**src/rtl/rf_writeback_queue_if.sv**
```systemverilog
// rtl/rf_writeback_queue_if.sv - commit-side write request and register-file write port bundle
interface rf_writeback_queue_if #(
  parameter int ADDR_WIDTH = 5,
  parameter int DATA_WIDTH = 32
);
  logic                  in_valid;
  logic                  in_ready;
  logic [ADDR_WIDTH-1:0] in_addr;
  logic [DATA_WIDTH-1:0] in_data;
  logic                  wen;
  logic [ADDR_WIDTH-1:0] waddr;
  logic [DATA_WIDTH-1:0] wdata;

  // Commit path side: issues requests, observes acceptance and the write port.
  modport master (
    output in_valid, in_addr, in_data,
    input  in_ready, wen, waddr, wdata
  );

  // Queue side: accepts requests and drives the register file write port.
  modport slave (
    input  in_valid, in_addr, in_data,
    output in_ready, wen, waddr, wdata
  );
endinterface

```
**src/rtl/rf_writeback_queue.sv**
```systemverilog
// rtl/rf_writeback_queue.sv - in-order register write queue with two-port bypass lookup
module rf_writeback_queue #(
  parameter int ADDR_WIDTH = 5,
  parameter int DATA_WIDTH = 32,
  parameter int DEPTH      = 4,
  localparam int PW        = $clog2(DEPTH),
  localparam int CW        = $clog2(DEPTH) + 1
) (
  input  logic                  clock,
  input  logic                  reset,
  rf_writeback_queue_if.slave   bus,
  input  logic [ADDR_WIDTH-1:0] rs1_addr,
  input  logic [ADDR_WIDTH-1:0] rs2_addr,
  output logic                  rs1_hit,
  output logic                  rs2_hit,
  output logic [DATA_WIDTH-1:0] rs1_data,
  output logic [DATA_WIDTH-1:0] rs2_data,
  output logic [CW-1:0]         count
);

  logic [ADDR_WIDTH-1:0] mem_addr [DEPTH];
  logic [DATA_WIDTH-1:0] mem_data [DEPTH];
  logic [PW-1:0]         head;
  logic [PW-1:0]         tail;
  logic                  push;
  logic                  pop;
  logic [PW-1:0]         idx;

  // Readiness depends only on registered occupancy; a same-cycle pop never frees a slot.
  assign bus.in_ready = (count < CW'(DEPTH));
  // x0 requests complete the handshake but are never stored.
  assign push = bus.in_valid && bus.in_ready && (bus.in_addr != '0);
  // The output stage drains one entry every cycle whenever anything is queued.
  assign pop  = (count != '0);

  // FIFO storage, pointers, occupancy and the registered write port.
  always_ff @(posedge clock) begin
    if (reset) begin
      head      <= '0;
      tail      <= '0;
      count     <= '0;
      bus.wen   <= 1'b0;
      bus.waddr <= '0;
      bus.wdata <= '0;
    end else begin
      if (push) begin
        mem_addr[tail] <= bus.in_addr;
        mem_data[tail] <= bus.in_data;
        tail           <= tail + PW'(1);
      end
      if (pop) begin
        bus.wen   <= 1'b1;
        bus.waddr <= mem_addr[head];
        bus.wdata <= mem_data[head];
        head      <= head + PW'(1);
      end else begin
        bus.wen   <= 1'b0;
      end
      case ({push, pop})
        2'b10:   count <= count + CW'(1);
        2'b01:   count <= count - CW'(1);
        default: count <= count;
      endcase
    end
  end

  // Bypass: scan oldest (output stage) to youngest FIFO entry so the last match wins.
  always_comb begin
    rs1_hit  = 1'b0;
    rs1_data = '0;
    rs2_hit  = 1'b0;
    rs2_data = '0;
    idx      = '0;
    if (bus.wen) begin
      if ((rs1_addr != '0) && (bus.waddr == rs1_addr)) begin
        rs1_hit  = 1'b1;
        rs1_data = bus.wdata;
      end
      if ((rs2_addr != '0) && (bus.waddr == rs2_addr)) begin
        rs2_hit  = 1'b1;
        rs2_data = bus.wdata;
      end
    end
    for (int i = 0; i < DEPTH; i++) begin
      idx = head + PW'(i);
      if (CW'(i) < count) begin
        if ((rs1_addr != '0) && (mem_addr[idx] == rs1_addr)) begin
          rs1_hit  = 1'b1;
          rs1_data = mem_data[idx];
        end
        if ((rs2_addr != '0) && (mem_addr[idx] == rs2_addr)) begin
          rs2_hit  = 1'b1;
          rs2_data = mem_data[idx];
        end
      end
    end
  end

endmodule

```
**src/flat_wrapper.sv**
```systemverilog
// flat-port wrapper written by rule: the top's interface ports become plain ports
module rf_writeback_queue_flat 
#(
  parameter int ADDR_WIDTH = 5,
  parameter int DATA_WIDTH = 32,
  parameter int DEPTH      = 4,
  localparam int PW        = $clog2(DEPTH),
  localparam int CW        = $clog2(DEPTH) + 1
)
  (clock, reset, rs1_addr, rs2_addr, rs1_hit, rs2_hit, rs1_data, rs2_data, count, bus_in_valid, bus_in_addr, bus_in_data, bus_in_ready, bus_wen, bus_waddr, bus_wdata);
  rf_writeback_queue_if #(.ADDR_WIDTH(ADDR_WIDTH), .DATA_WIDTH(DATA_WIDTH)) bus_i ();
  input  logic clock;
  input  logic reset;
  input  logic [ADDR_WIDTH-1:0] rs1_addr;
  input  logic [ADDR_WIDTH-1:0] rs2_addr;
  output logic rs1_hit;
  output logic rs2_hit;
  output logic [DATA_WIDTH-1:0] rs1_data;
  output logic [DATA_WIDTH-1:0] rs2_data;
  output logic [CW-1:0] count;
  input wire logic [$bits(bus_i.in_valid)-1:0] bus_in_valid;
  input wire logic [$bits(bus_i.in_addr)-1:0] bus_in_addr;
  input wire logic [$bits(bus_i.in_data)-1:0] bus_in_data;
  output wire logic [$bits(bus_i.in_ready)-1:0] bus_in_ready;
  output wire logic [$bits(bus_i.wen)-1:0] bus_wen;
  output wire logic [$bits(bus_i.waddr)-1:0] bus_waddr;
  output wire logic [$bits(bus_i.wdata)-1:0] bus_wdata;
  assign bus_i.in_valid = bus_in_valid;
  assign bus_i.in_addr = bus_in_addr;
  assign bus_i.in_data = bus_in_data;
  assign bus_in_ready = bus_i.in_ready;
  assign bus_wen = bus_i.wen;
  assign bus_waddr = bus_i.waddr;
  assign bus_wdata = bus_i.wdata;
  rf_writeback_queue #(.ADDR_WIDTH(ADDR_WIDTH), .DATA_WIDTH(DATA_WIDTH), .DEPTH(DEPTH)) u_core (.clock(clock), .reset(reset), .bus(bus_i), .rs1_addr(rs1_addr), .rs2_addr(rs2_addr), .rs1_hit(rs1_hit), .rs2_hit(rs2_hit), .rs1_data(rs1_data), .rs2_data(rs2_data), .count(count));
endmodule
```
**config.mk**
```make
export PLATFORM = sky130hd
export DESIGN_NAME = rf_writeback_queue_flat
export DESIGN_NICKNAME = d
export VERILOG_FILES = /design/src/rtl/rf_writeback_queue_if.sv /design/src/rtl/rf_writeback_queue.sv /design/src/flat_wrapper.sv
export SDC_FILE = /design/constraint.sdc
export NUM_CORES = 1
export LEC_CHECK = 0
export ABC_CLOCK_PERIOD_IN_PS = 5300
export BUFFER_PORTS_ARGS = -buffer_cell sky130_fd_sc_hd__buf_2
export CAP_MARGIN = 20
export CORE_ASPECT_RATIO = 0.75
export CORE_MARGIN = 2
export CORE_UTILIZATION = 28
export CTS_CLUSTER_SIZE = 14
export DETAILED_ROUTE_END_ITERATION = 12
export HOLD_SLACK_MARGIN = 0.06
export PLACE_DENSITY = 0.51
export SETUP_SLACK_MARGIN = 0.5
export SKIP_CTS_REPAIR_TIMING = 1
export SYNTH_ARGS = -nofsm -noshare
export SYNTH_HDL_FRONTEND = slang
export SYNTH_SLANG_ARGS = --single-unit
```
**constraint.sdc**
```tcl
create_clock -name clock -period 5.3 [get_ports clock]
set_clock_uncertainty 0.1 [all_clocks]
set_input_delay 0.53 -clock clock [delete_from_list [all_inputs] [get_ports clock]]
set_output_delay 0.53 -clock clock [all_outputs]
set_load 0.05 [all_outputs]
```
Yosys cells after proc, flatten, opt, wreduce, memory -nomap -nowiden
Memories as Yosys holds them, arrays and structs flattened. A register that Yosys moved wholly into a read port is not among the register bits.
Index checks and enable logic that the tools add are counted.
W data, S select, Z words.
{"block": "totals", "in_bits": 50, "regBits": 45, "latchBits": 0, "mem_count": 2, "out_inout_bits": 108, "word_cells": 97, "ramBits": 148, "mem_bits_ro": 0}
{"name": "u_core.mem_data", "depth": 4, "width": 32, "read_ports": 4, "rd_ports_with_merged_regs": 1, "write_ports": 1, "line_no": "rf_writeback_queue.sv:22", "source": "logic [DATA_WIDTH-1:0] mem_data [DEPTH];"}
{"name": "u_core.mem_addr", "depth": 4, "width": 5, "read_ports": 4, "rd_ports_with_merged_regs": 1, "write_ports": 1, "line_no": "rf_writeback_queue.sv:21", "source": "logic [ADDR_WIDTH-1:0] mem_addr [DEPTH];"}
{"block": "classes", "n_eq_ne": 12, "n_reduce_logical": 17, "n_lt_le_gt_ge": 5, "shift": 0, "div": 0, "n_bitwise": 0, "n_mux": 49, "n_mul": 0, "n_addsub": 6}
{"operator": "$mux W32", "n": 20}
{"operator": "$eq A5 B5 Y1", "n": 10}
{"operator": "$mux W1", "n": 24}
{"operator": "$reduce_bool A5 Y1", "n": 3}
{"operator": "$logic_and A1 B1 Y1", "n": 12}
{"operator": "$mux W2", "n": 4}
{"operator": "$lt A1 B3 Y1 const A", "n": 2}
{"operator": "$lt A2 B3 Y1 const A", "n": 2}
{"operator": "$pmux W3 S2", "n": 1}
{"operator": "$add A2 B1 Y2 const B", "n": 2}
{"operator": "$add A2 B2 Y2 const B", "n": 2}
{"operator": "$add A3 B1 Y3 const B", "n": 1}
{"operator": "$lt A3 B3 Y1 const B", "n": 1}
{"operator": "$reduce_bool A3 Y1", "n": 1}
{"operator": "$sub A3 B1 Y3 const B", "n": 1}
{"operator": "$eq A2 B1 Y1 const B", "n": 1}
{"operator": "$eq A2 B2 Y1 const B", "n": 1}
{"operator": "$reduce_bool A2 Y1", "n": 1}

Longest topological paths before layout
{"block": "depth", "depth_word": 12, "depth_mapped": 11, "ltp_nobuf": 8}

Worst setup path before layout
OpenSTA, ideal clock, no wires.
{"block": "synth_timing", "path_kind": "input -> output", "start": "in rs2_addr[2]", "end": "out rs2_data[10]", "setup_slack_ns": 1.520, "path_buffers": 2, "cell_stages": 8, "arrival_time_ns": 3.150, "cell_sequence": "clkbuf_1 -> or4_1 -> nor2_1 -> nor4_1 -> a32oi_1 -> o221ai_1 -> buf_2 -> o22ai_1"}
{"block": "synth_via", "elab_chain_cells": 12}
{"element": "start, declared", "line_no": "flat_wrapper.sv:15", "source": "input logic [ADDR_WIDTH-1:0] rs2_addr;"}
{"element": "$eq A5 B5 Y1 / $reduce_bool A5 Y1 (equally long branches)", "line_no": "rf_writeback_queue.sv:79, rf_writeback_queue.sv:91"}
{"element": "$logic_and A1 B1 Y1", "line_no": "rf_writeback_queue.sv:79", "source": "if ((rs2_addr != '0) && (bus.waddr == rs2_addr)) begin"}
{"element": "$mux W32", "line_no": "rf_writeback_queue.sv:79"}
{"element": "$mux W32", "line_no": "rf_writeback_queue.sv:74", "source": "if (bus.wen) begin"}
{"element": "$mux W32", "line_no": "rf_writeback_queue.sv:91", "source": "if ((rs2_addr != '0) && (mem_addr[idx] == rs2_addr)) begin"}
{"element": "$mux W32", "line_no": "rf_writeback_queue.sv:86", "source": "if (CW'(i) < count) begin"}
{"element": "$mux W32", "line_no": "rf_writeback_queue.sv:91"}
{"element": "$mux W32", "line_no": "rf_writeback_queue.sv:86"}
{"element": "$mux W32", "line_no": "rf_writeback_queue.sv:91"}
{"element": "$mux W32", "line_no": "rf_writeback_queue.sv:86"}
{"element": "$mux W32", "line_no": "rf_writeback_queue.sv:91"}
{"element": "$mux W32 *", "line_no": "rf_writeback_queue.sv:86"}
{"element": "end, declared", "line_no": "flat_wrapper.sv:19", "source": "output logic [DATA_WIDTH-1:0] rs2_data;"}
Mark *: on every way between the ends. The rest lies on a longest branch, timed or not.

Worst setup path after layout
{"block": "layout_timing", "start": "reg u_core.head[0]", "end": "out rs2_data[3]"}
{"block": "layout_via", "elab_chain_cells": 10}
{"element": "start, declared", "line_no": "rf_writeback_queue.sv:23", "source": "logic [PW-1:0] head;"}
{"element": "start signal, assigned", "line_no": "rf_writeback_queue.sv:55", "source": "head <= head + PW'(1);"}
{"element": "$add A2 B1 Y2", "line_no": "rf_writeback_queue.sv:85", "source": "idx = head + PW'(i);"}
{"element": "$mem_v2 Z4 W5"}
{"element": "$eq A5 B5 Y1", "line_no": "rf_writeback_queue.sv:91"}
{"element": "$logic_and A1 B1 Y1", "line_no": "rf_writeback_queue.sv:91"}
{"element": "$mux W32", "line_no": "rf_writeback_queue.sv:91"}
{"element": "$mux W32", "line_no": "rf_writeback_queue.sv:86"}
{"element": "$mux W32", "line_no": "rf_writeback_queue.sv:91"}
{"element": "$mux W32", "line_no": "rf_writeback_queue.sv:86"}
{"element": "$mux W32", "line_no": "rf_writeback_queue.sv:91"}
{"element": "$mux W32 *", "line_no": "rf_writeback_queue.sv:86"}
Marks and branches as above.

==> run summary <==
status: finished, final reports clean
critical path class: reg2out
reg2reg end: u_core.mem_data[3][29]
R2R setup slack: 2.58 ns
first-pass GRT wire length: 66.4 mm
top cell type's share of synthesized area: 33.9%
Syn Nets: 1159
share of layout cells above drive strength 1: 32.6%
average wire per standard cell: 24.1 µm
detailed-route via count: 10100
FF-to-FF path depth: 5
CTS tree: done
Unique masters post-synth: 50
Yosys top cell by area: edfxtp_1
Leakage: 5.08 nW
Min-Delay Endpoint: u_core.mem_data[2][17]
DRC viols: 0
CTS clk-pin slew, worst paths: 0.08 ns
hold-critical path depth: 1
Max VDD drop: 276 µV
Worst Tran Pin Value: 0.875 ns
highest clock rate: 0.218 GHz
RSZ-0062 raised after global routing: no
Place WS: 0.871 ns
Hold Path Class: in2reg
power per standard cell area: 481 mW/mm²
Post-synth EDFFs: 148
largest net degree at the start of global routing: 52
Switch Pwr: 3.39 mW
Final Core Density: 33.1%
synth warn: 0
final setup TNS: 0 ns
worst setup margin: 0.709 ns
Fin Hold WS: 0.188 ns
dpl hpwl: 29.9 mm
clock tree buffer depth: 2
crit path launch type: flop
commonest non-fill, non-tap cells in the layout: buf_2 (157), edfxtp_1 (148), mux2i_1 (142)
drt first pass iters: 5
Most used DFF post-synth: edfxtp_1
worst setup path start: u_core.head[0]
Slew Limit Fails: 0
crit-path max FO: 19
H-tree levels: 4
Seq/Total Area, Yosys: 41.1%
combinational group share of total power: 52.1%
slew margin rel.: 41.5%
Rows: 68
commonest non-fill, non-tap cell in the layout: buf_2
Worst EP required: 4.67 ns
CP Capture Type: primary output
vias in the first global route: 9976
Die Wd: 254 µm
hold path start: bus_in_data[17]
Reg2Reg Launch Point: u_core.count[2]
final net count: 1265
total wire length: 44.7 mm
Hold Fails Final Rpt: 0
area delta synth->final: 16.5%
final setup violating endpoints: 0
Final ANT Viol Nets: 0
clock power share: 18.1%
top cells by area, synth: edfxtp_1 (34%), mux4_2 (13%), mux2i_1 (11%)
Worst path slowest cell: nor4_1
post-synthesis cell area: 0.0131 mm²
max incr delay on CP: 0.57 ns
Final Critical Period: 4.59 ns
Synth async-reset ratio: 0%
core area: 0.0461 mm²
Total GRT Usage: 18.4%
initial drt markers: 873
CTS sink count: 195
sw frac: 46.2%
worst-skew pair later-pin latency: 0.45 ns
sequential share of power: 29.8%
Worst EP arrival: 3.96 ns
CTS buffer count: 17
die height: 191 µm
#FFs+latches synth: 195
Syn Inst Count: 1101
vias per inst: 5.43
internal power: 3.95 mW
Layout Cells excl Fill: 1852
Starting Density: 28.4%
critical-path cell list: mux2i_1, xnor2_1, nor4_1, a22o_1, and2_2, buf_4, a211oi_1, o22ai_1, buf_2
io pins: 158
initial antenna violation count: 3
fin crit share: 86.6%
die area: 0.0486 mm²
PortBufs: 157
DP Cell Count: 1813
CTS Root Cell: clkbuf_16
GPL Wtd Cong: 0.823
max_cap viols: 0
Mapped Avg Cell Area: 11.9 µm²
GRT overflow: 0
-- through the flow --
stage / cell area [µm²] / total power [mW]
2_1_floorplan: 13100 / 4.98
3_3_place_gp: 14600 / 5.97
3_5_place_dp: 14600 / 6.02
4_1_cts: 15200 / 7.36
5_1_grt: 15300 / 7.73
6_report: 15300 / 7.34
-- Yosys cell counts, types with 2 or more instances --
cell,instances
buf_6,12
or3_1,3
mux4_2,75
mux2_2,33
buf_2,28
nor2b_1,3
ha_1,8
mux2i_1,142
a211oi_1,33
nand2_1,76
nor3b_1,31
xnor2_1,40
nor2_1,53
nor4_2,2
a21oi_1,70
and2_1,40
edfxtp_1,148
dfxtp_1,47
buf_1,16
clkbuf_1,55
nand3_1,2
or4_1,3
xor2_1,16
o22ai_1,32
inv_1,6
a221oi_1,2
a221oi_2,30
a22o_1,2
a221o_1,32
nand4_1,4
nor4_1,38
-- flip-flops by register name, indices dropped and copies added (netlist names), named ones only --
name / cells
u_core.bus.wen: 1
u_core.tail: 2
u_core.bus.wdata: 32
u_core.bus.waddr: 5
u_core.count: 3
u_core.head: 2
u_core.mem_data: 128
u_core.mem_addr: 20
-- how the worst max path moves through the flow --
stage / endpoint / slack (ns) / cells past startpoint
finish: rs2_data[3] / 0.71 / 9
global route: rs2_data[5] / 0.52 / 9
CTS: rs2_data[31] / 0.55 / 8
detailed placement: rs2_data[26] / 0.87 / 9
global placement: rs2_data[26] / 0.89 / 9
floorplan: rs2_data[10] / 1.52 / 8
-- final cells by class --
class,count,area [µm²]
Fill cell,4620,30800
Multi-Input combinational cell,788,7270
Sequential cell,195,5400
Timing Repair Buffer,199,1200
Tap cell,630,788
Clock buffer,20,457
Clock inverter,12,131
Inverter,6,22.5
Antenna cell,2,5.00
-- logic make-up (layout without fill, tap and decap cells) --
kind of cell    count (synthesis)  in the layout  synth area share, %
compound gates                210            210                 12.8
simple gates                  263            263                 10.6
other cells                     0              2                    0
fa+ha+maj                       8              8                0.763
xor+xnor                       56             56                 3.74
buf+inv                       118            237                 4.36
flops                         195            195                 41.1
mux                           251            251                 26.7
-- per-layer routing --
| metal | routed length, µm | global-route usage (%) | vias up |
|---|---|---|---|
| met2 | 20100 | 28.6 | 334 |
| met1 | 21900 | 26.9 | 5144 |
| met4 | 531 | 4.14 | 0 |
| met5 | 0 | 0 | - |
| met3 | 2140 | 2.75 | 28 |
| li1 | - | - | 4551 |
-- critical path, delay by kind of cell (launching register included) --
kind,cells,cell delay (ns)
flip-flops,1,0.53
multiplexers,1,0.45
buffers and inverters,2,0.68
AND/OR/NAND/NOR,2,1.11
XOR/XNOR,1,0.12
AO/OA/AOI/OAI,3,0.61
-- power groups by stage --
stage          Clock (mW)  Combinational, mW  Sequential [mW]
6_report             1.33               3.82             2.19
5_1_grt              1.42               4.07             2.23
4_1_cts              1.37               3.81             2.19
3_5_place_dp            0               3.80             2.22
3_3_place_gp            0               3.77             2.21
2_1_floorplan           0               2.45             2.53
(Power assumes the default switching activity.)
